File: src/rtl/risc_v_mike_pkg.sv
// Shared load-path definitions: funct3 load encodings, read-response FSM states
// and load legality helpers.
package risc_v_mike_pkg;

   localparam logic [2:0] LOAD_LB  = 3'b000;
   localparam logic [2:0] LOAD_LH  = 3'b001;
   localparam logic [2:0] LOAD_LW  = 3'b010;
   localparam logic [2:0] LOAD_LBU = 3'b100;
   localparam logic [2:0] LOAD_LHU = 3'b101;

   localparam int MMIO_TIMEOUT_DEF = 16;

   typedef enum logic [1:0] {IDLE, WAIT_RAM, WAIT_MMIO, RESP} rd_rsp_state_t;

   function automatic logic load_illegal(input logic [2:0] funct3);
      return (funct3 == 3'b011) || (funct3[2:1] == 2'b11);
   endfunction

   function automatic logic load_misaligned(input logic [2:0] funct3, input logic [1:0] off);
      logic mis;
      mis = 1'b0;
      case (funct3)
         LOAD_LH, LOAD_LHU: mis = off[0];
         LOAD_LW:           mis = (off != 2'b00);
         default:           mis = 1'b0;
      endcase
      return mis;
   endfunction

endpackage

File: src/rtl/risc_v_load_align.sv
// Combinational load aligner: shifts the word to the addressed byte lane and
// sign/zero-extends by load type. Shared with the instruction-side path.
module risc_v_load_align
   import risc_v_mike_pkg::*;
(
   input  logic [31:0] word,
   input  logic [1:0]  off,
   input  logic [2:0]  funct3,
   output logic [31:0] result
);

   logic [31:0] shifted;

   always_comb begin
      shifted = word >> {off, 3'b000};
      case (funct3)
         LOAD_LB:  result = {{24{shifted[7]}}, shifted[7:0]};
         LOAD_LH:  result = {{16{shifted[15]}}, shifted[15:0]};
         LOAD_LBU: result = {24'h0, shifted[7:0]};
         LOAD_LHU: result = {16'h0, shifted[15:0]};
         default:  result = word;
      endcase
   end

endmodule

File: src/rtl/risc_v_mem_rd_rsp.sv
// Data-bus read-response path: waits on the selected region, aligns the word and
// returns one response per request. MEM_RD_MMIO_TIMEOUT_EN enables the MMIO timeout.
module risc_v_mem_rd_rsp
   import risc_v_mike_pkg::*;
#(
   parameter int RAM_RD_LAT   = 1,
   parameter int MMIO_TIMEOUT = MMIO_TIMEOUT_DEF
) (
   input  logic        clk,
   input  logic        rst_n,
   input  logic        mem_bus_read,
   input  logic [2:0]  rd_funct3,
   input  logic [1:0]  rd_byte_off,
   input  logic        data_stack_rd_addr_val,
   input  logic        data_mem_rd_addr_val,
   input  logic        data_mmio_rd_addr_val,
   input  logic        mem_bus_rd_addr_error,
   input  logic [31:0] data_stack_rd_data,
   input  logic [31:0] data_mem_rd_data,
   input  logic [31:0] data_mmio_rd_data,
   input  logic        data_mmio_rd_ready,
   output logic [31:0] mem_bus_rd_data,
   output logic        mem_bus_rd_valid,
   output logic        mem_bus_rd_resp_err,
   output logic        mem_bus_rd_stall
);

   localparam logic [1:0] RAM_CNT_INIT = 2'(RAM_RD_LAT - 1);

   rd_rsp_state_t state, state_nxt;
   logic [1:0]    lat_cnt, lat_cnt_nxt;
   logic          sel_stack, sel_stack_nxt;
   logic [2:0]    f3_q, f3_nxt;
   logic [1:0]    off_q, off_nxt;
   logic          err_q, err_nxt;
   logic [31:0]   word_q, word_nxt;
   logic          req_err;
   logic [31:0]   aligned;

`ifdef MEM_RD_MMIO_TIMEOUT_EN
   localparam logic [7:0] MMIO_LAST = 8'(MMIO_TIMEOUT - 1);
   logic [7:0] mmio_cnt, mmio_cnt_nxt;
`endif

   // A request that selects no region is treated like an unmapped address.
   assign req_err = mem_bus_rd_addr_error | load_illegal(rd_funct3)
                  | load_misaligned(rd_funct3, rd_byte_off)
                  | ~(data_stack_rd_addr_val | data_mem_rd_addr_val | data_mmio_rd_addr_val);

   always_comb begin
      state_nxt     = state;
      lat_cnt_nxt   = lat_cnt;
      sel_stack_nxt = sel_stack;
      f3_nxt        = f3_q;
      off_nxt       = off_q;
      err_nxt       = err_q;
      word_nxt      = word_q;
`ifdef MEM_RD_MMIO_TIMEOUT_EN
      mmio_cnt_nxt  = mmio_cnt;
`endif
      case (state)
         IDLE: begin
            if (mem_bus_read) begin
               f3_nxt        = rd_funct3;
               off_nxt       = rd_byte_off;
               sel_stack_nxt = data_stack_rd_addr_val;
               err_nxt       = req_err;
               word_nxt      = '0;
               if (req_err) begin
                  state_nxt = RESP;
               end else if (data_stack_rd_addr_val | data_mem_rd_addr_val) begin
                  state_nxt   = WAIT_RAM;
                  lat_cnt_nxt = RAM_CNT_INIT;
               end else begin
                  state_nxt = WAIT_MMIO;
`ifdef MEM_RD_MMIO_TIMEOUT_EN
                  mmio_cnt_nxt = '0;
`endif
               end
            end
         end
         WAIT_RAM: begin
            if (lat_cnt == 2'd0) begin
               word_nxt  = sel_stack ? data_stack_rd_data : data_mem_rd_data;
               state_nxt = RESP;
            end else begin
               lat_cnt_nxt = lat_cnt - 2'd1;
            end
         end
         WAIT_MMIO: begin
            if (data_mmio_rd_ready) begin
               word_nxt  = data_mmio_rd_data;
               state_nxt = RESP;
`ifdef MEM_RD_MMIO_TIMEOUT_EN
            end else if (mmio_cnt == MMIO_LAST) begin
               err_nxt   = 1'b1;
               state_nxt = RESP;
            end else begin
               mmio_cnt_nxt = mmio_cnt + 8'd1;
`endif
            end
         end
         RESP:    state_nxt = IDLE;
         default: state_nxt = IDLE;
      endcase
   end

   always_ff @(posedge clk or negedge rst_n) begin
      if (!rst_n) begin
         state     <= IDLE;
         lat_cnt   <= '0;
         sel_stack <= 1'b0;
         f3_q      <= '0;
         off_q     <= '0;
         err_q     <= 1'b0;
         word_q    <= '0;
`ifdef MEM_RD_MMIO_TIMEOUT_EN
         mmio_cnt  <= '0;
`endif
      end else begin
         state     <= state_nxt;
         lat_cnt   <= lat_cnt_nxt;
         sel_stack <= sel_stack_nxt;
         f3_q      <= f3_nxt;
         off_q     <= off_nxt;
         err_q     <= err_nxt;
         word_q    <= word_nxt;
`ifdef MEM_RD_MMIO_TIMEOUT_EN
         mmio_cnt  <= mmio_cnt_nxt;
`endif
      end
   end

   risc_v_load_align u_align (
      .word   (word_q),
      .off    (off_q),
      .funct3 (f3_q),
      .result (aligned)
   );

   assign mem_bus_rd_valid    = (state == RESP);
   assign mem_bus_rd_resp_err = mem_bus_rd_valid & err_q;
   assign mem_bus_rd_data     = (mem_bus_rd_valid & ~err_q) ? aligned : 32'h0;
   // Held low during reset so every output reads 0 while rst_n is asserted.
   assign mem_bus_rd_stall    = rst_n & ((state != IDLE) | mem_bus_read);

endmodule

File: config.mk
export PLATFORM = sky130hd
export DESIGN_NAME = risc_v_mem_rd_rsp
export DESIGN_NICKNAME = d
export VERILOG_FILES = /design/src/rtl/risc_v_mike_pkg.sv /design/src/rtl/risc_v_load_align.sv /design/src/rtl/risc_v_mem_rd_rsp.sv
export SDC_FILE = /design/constraint.sdc
export NUM_CORES = 1
export LEC_CHECK = 0
export CAP_MARGIN = 30
export CORE_MARGIN = 2
export CORE_UTILIZATION = 43
export CTS_CLUSTER_DIAMETER = 100
export DETAILED_ROUTE_END_ITERATION = 8
export PLACE_DENSITY = 0.79
export REMOVE_ABC_BUFFERS = 1
export SETUP_SLACK_MARGIN = 0.2
export SYNTH_ARGS = -nofsm -noshare
export SYNTH_HDL_FRONTEND = slang
export SYNTH_SLANG_ARGS = --single-unit
File: constraint.sdc
create_clock -name clk -period 2.4 [get_ports clk]
set_input_delay 0.36 -clock clk [delete_from_list [all_inputs] [get_ports clk]]
set_output_delay 0.36 -clock clk [all_outputs]
set_load 0.005 [all_outputs]
==> results_dict.tcl <==
set metrics [dict create \
    holdWs_ns 0.128 \
    skew_ns 0.00738 \
    cp_data_arrival_time_ns 2.08 \
    ys_seq_elements 43 \
    maxCapViolCount 0 \
    power_switching_mw 2.74 \
    hold_path_class "in2async" \
    drt-initial-drc-count 365 \
    peakVddDrop_mv 0.715 \
    portBuffers 143 \
    fin_crit_ns 2.44 \
    powerDensity_mw_per_mm2 1110 \
    area.sequential_mm2 0.00108 \
    wl_um 12100 \
    slowest_stage "dfrtp_1" \
    critPathLaunchType "register" \
    clockPowerShare 0.087 \
    min_period_over_period 1.02 \
    grt_pass1_wl_um 17800 \
    gp_congestion 0.871 \
    start_util 0.447 \
    relSlewSlack 0.643 \
    area_growth_pct 64.1 \
    rrSetupSlack_ns 0.44 \
    crit_top_cell "buf_4" \
    dp_hpwl_um 7630 \
    grt_pass1_vias 3643 \
    num_vias 3746 \
    ys_types 34 \
    synth_area_leaders "dfrtp_1 (33%), mux2_2 (13%), a22oi_1 (9.0%)" \
    antennaDiodeCount 0 \
    grt_antenna_before_repair 0 \
    fin_ws_ns -0.0371 \
    num_io_pins 144 \
    cts-buffers-inserted 5 \
    critical_path_buf_inv_count 5 \
    clock-root-buffer "clkbuf_8" \
    rows 31 \
    synth_top_area_share 0.330 \
    combinationalPowerShare 0.708 \
    die_y_um 91.0 \
    cp_data_required_time_ns 2.04 \
    wl_per_cell_um 19.0 \
    die_area_mm2 0.00829 \
    cp_top_family "buffers and inverters" \
    drc 0 \
    netlist_instances 372 \
    fin_nets 650 \
    clock_latency_ns 0.30 \
    fmax_mhz 410 \
    clk_pin_slew_ns 0.08 \
    power.total_mw 5.91 \
    slew_violations 0 \
    seqPwrFrac 0.205 \
    grt_usage 0.263 \
    htree_levels 2 \
    violations "negative setup slack" \
    status "finished, violations left" \
    multi_input_area_mm2 0.00229 \
    path_cells "buf_6 > buf_12 > nor2b_1 > buf_4 > buf_4 > o2bb2ai_1 > a22oi_1 > a21oi_2 > buf_2" \
    syn_area_mm2 0.00326 \
    grt_start_max_net_pins 65 \
    yosysTopAreaCell "dfrtp_1" \
    end_kind "output pin" \
    die_w_um 91.0 \
    coreArea_mm2 0.00729 \
    cpPeakStageDelay_ns 0.45 \
    setup_viol 5 \
    cts_hold_buffers 0 \
    cts_num_sinks 43 \
    p_leak_nw 2.23 \
    n_fill_cell 558 \
    cp_max_fo 16 \
    synth_warnings 0 \
    worst-setup-path-type "reg2out" \
    ant_nets 0 \
    cts_max_path_buffers 2 \
    worstMarginPinSlew_ns 0.536 \
    ys_seq_area_frac 0.330 \
    hold_viol 0 \
    syn_avg_cell_area_um2 8.76 \
    cts_tree "yes" \
    power.internal_mw 3.17 \
    viasPerCell 5.90 \
    drive_gt1_frac 0.312 \
    switching_share 0.464 \
    grt_overflow 0 \
    drt_pass1_iterations 5 \
    rsz0062_at_grt "true" \
]
-- cell usage after synthesis --
master     count
nor2b_1        3
nor2b_2        1
nand2b_1       8
a21oi_1       17
a22oi_1       39
o31ai_1        2
a311oi_1       1
o2bb2ai_1      7
nand3b_1       1
a2111oi_4      1
mux2i_1       10
or4_4          1
nand4b_1       1
buf_1          3
and2_1         2
nor2_1        39
o22ai_1        1
a22o_1        33
a31oi_1        1
inv_1          6
nand2_1       31
o21a_1         3
or2_2          1
nand4_1        1
nand3_1        4
nand2_2        1
a21o_1         1
ha_1           6
mux2_2        38
a21o_2         1
o21ai_0       33
dfrtp_1       43
clkbuf_1      24
buf_2          8
-- cell type report --
class                   instances  area share
well taps                      99      0.0232
flip-flops and latches         43       0.202
repair buffers                191       0.324
inverters                       6     0.00421
multi-input cells             288       0.428
clock buffers                   8      0.0187
-- cells in the final DEF, fill, tap and decap left out, drive strengths merged --
| cell type | synthesis | final |
|---|---|---|
| a22oi | 39 | 39 |
| dlygate4sd2 | 0 | 6 |
| nand2b | 8 | 8 |
| o31ai | 2 | 2 |
| or4 | 1 | 1 |
| nand3 | 4 | 4 |
| a22o | 33 | 33 |
| a21oi | 17 | 17 |
| dfrtp | 43 | 43 |
| a2111oi | 1 | 1 |
| clkdlybuf4s50 | 0 | 110 |
| o22ai | 1 | 1 |
| nand3b | 1 | 1 |
| o21ai | 33 | 33 |
| nor2b | 4 | 4 |
| nand4b | 1 | 1 |
| nor2 | 39 | 39 |
| clkdlybuf4s15 | 0 | 1 |
| o21a | 3 | 3 |
| clkbuf | 24 | 16 |
| a311oi | 1 | 1 |
| a21o | 2 | 2 |
| nand2 | 32 | 32 |
| ha | 6 | 6 |
| inv | 6 | 6 |
| nand4 | 1 | 1 |
| mux2 | 38 | 38 |
| a31oi | 1 | 1 |
| buf | 11 | 66 |
| o2bb2ai | 7 | 7 |
| and2 | 2 | 2 |
| or2 | 1 | 1 |
| mux2i | 10 | 10 |
-- layer usage --
layer	share of wire	track usage	up-vias
met5	0	0	-
met4	0.037	0.0909	0
met3	0.076	0.0589	47
met2	0.50	0.463	215
met1	0.38	0.315	1777
li1	-	-	1707
-- cell families (layout without fill, tap and decap cells) --
family,after synthesis,after routing,synth area share
AOI/OAI and AO/OA,140,140,0.306
adders and majority gates,6,6,0.0230
buffers and inverters,41,205,0.0503
DFF,43,43,0.330
muxes,48,48,0.162
and+or+nand+nor,94,94,0.129
-- repair_timing --
action | CTS | global route
setup buffers | 12 | 9
setup endpoints to repair | 33 | 32
cloned | 1 | 0
gates resized for setup | 123 | 65
pin swaps | 8 | 15
-- per-stage QoR --
step / cells / area [um^2] / setup TNS [ns] / utilization / setup WS (ns)
2_1_floorplan: 337 / 3120 / -28.38 / - / -0.887
3_3_place_gp: 604 / 4870 / -4.01 / 0.667 / -0.260
3_5_place_dp: 605 / 4870 / -0.420 / 0.668 / -0.0634
4_1_cts: 626 / 5120 / 0 / 0.702 / 0.0238
5_1_grt: 635 / 5350 / -0.197 / 0.733 / -0.0564
6_report: 635 / 5350 / -0.0784 / 0.733 / -0.0371
-- power groups by stage --
| stage | combinational [mW] | sequential (mW) | clock, mW |
|---|---|---|---|
| final | 4.19 | 1.21 | 0.514 |
| after global routing | 4.49 | 1.24 | 0.550 |
| after CTS | 3.72 | 1.16 | 0.512 |
| after detailed placement | 3.37 | 1.17 | 0 |
| after global placement | 3.27 | 1.15 | 0 |
| after floorplan | 1.91 | 1.24 | 0 |
-- sequential cells by signal (all words and copies together), names as in the netlist --
signal     count
word_q        32
f3_q           3
lat_cnt        2
off_q          2
state          2
err_q          1
sel_stack      1
-- path summary, 6_finish.rpt --
| path | from | endpoint | depth (start not counted) |
|---|---|---|---|
| max | off_q[0] | mem_bus_rd_data[12] | 9 |
| min | rst_n | state[1] | 2 |
| max reg2reg | state[1] | lat_cnt[0] | 8 |
| min reg2reg | word_q[2] | word_q[2] | 1 |
| max in group asynchronous | rst_n | off_q[1] | 2 |
| min in group clk | word_q[2] | word_q[2] | 1 |
(Power assumes the default switching activity.)
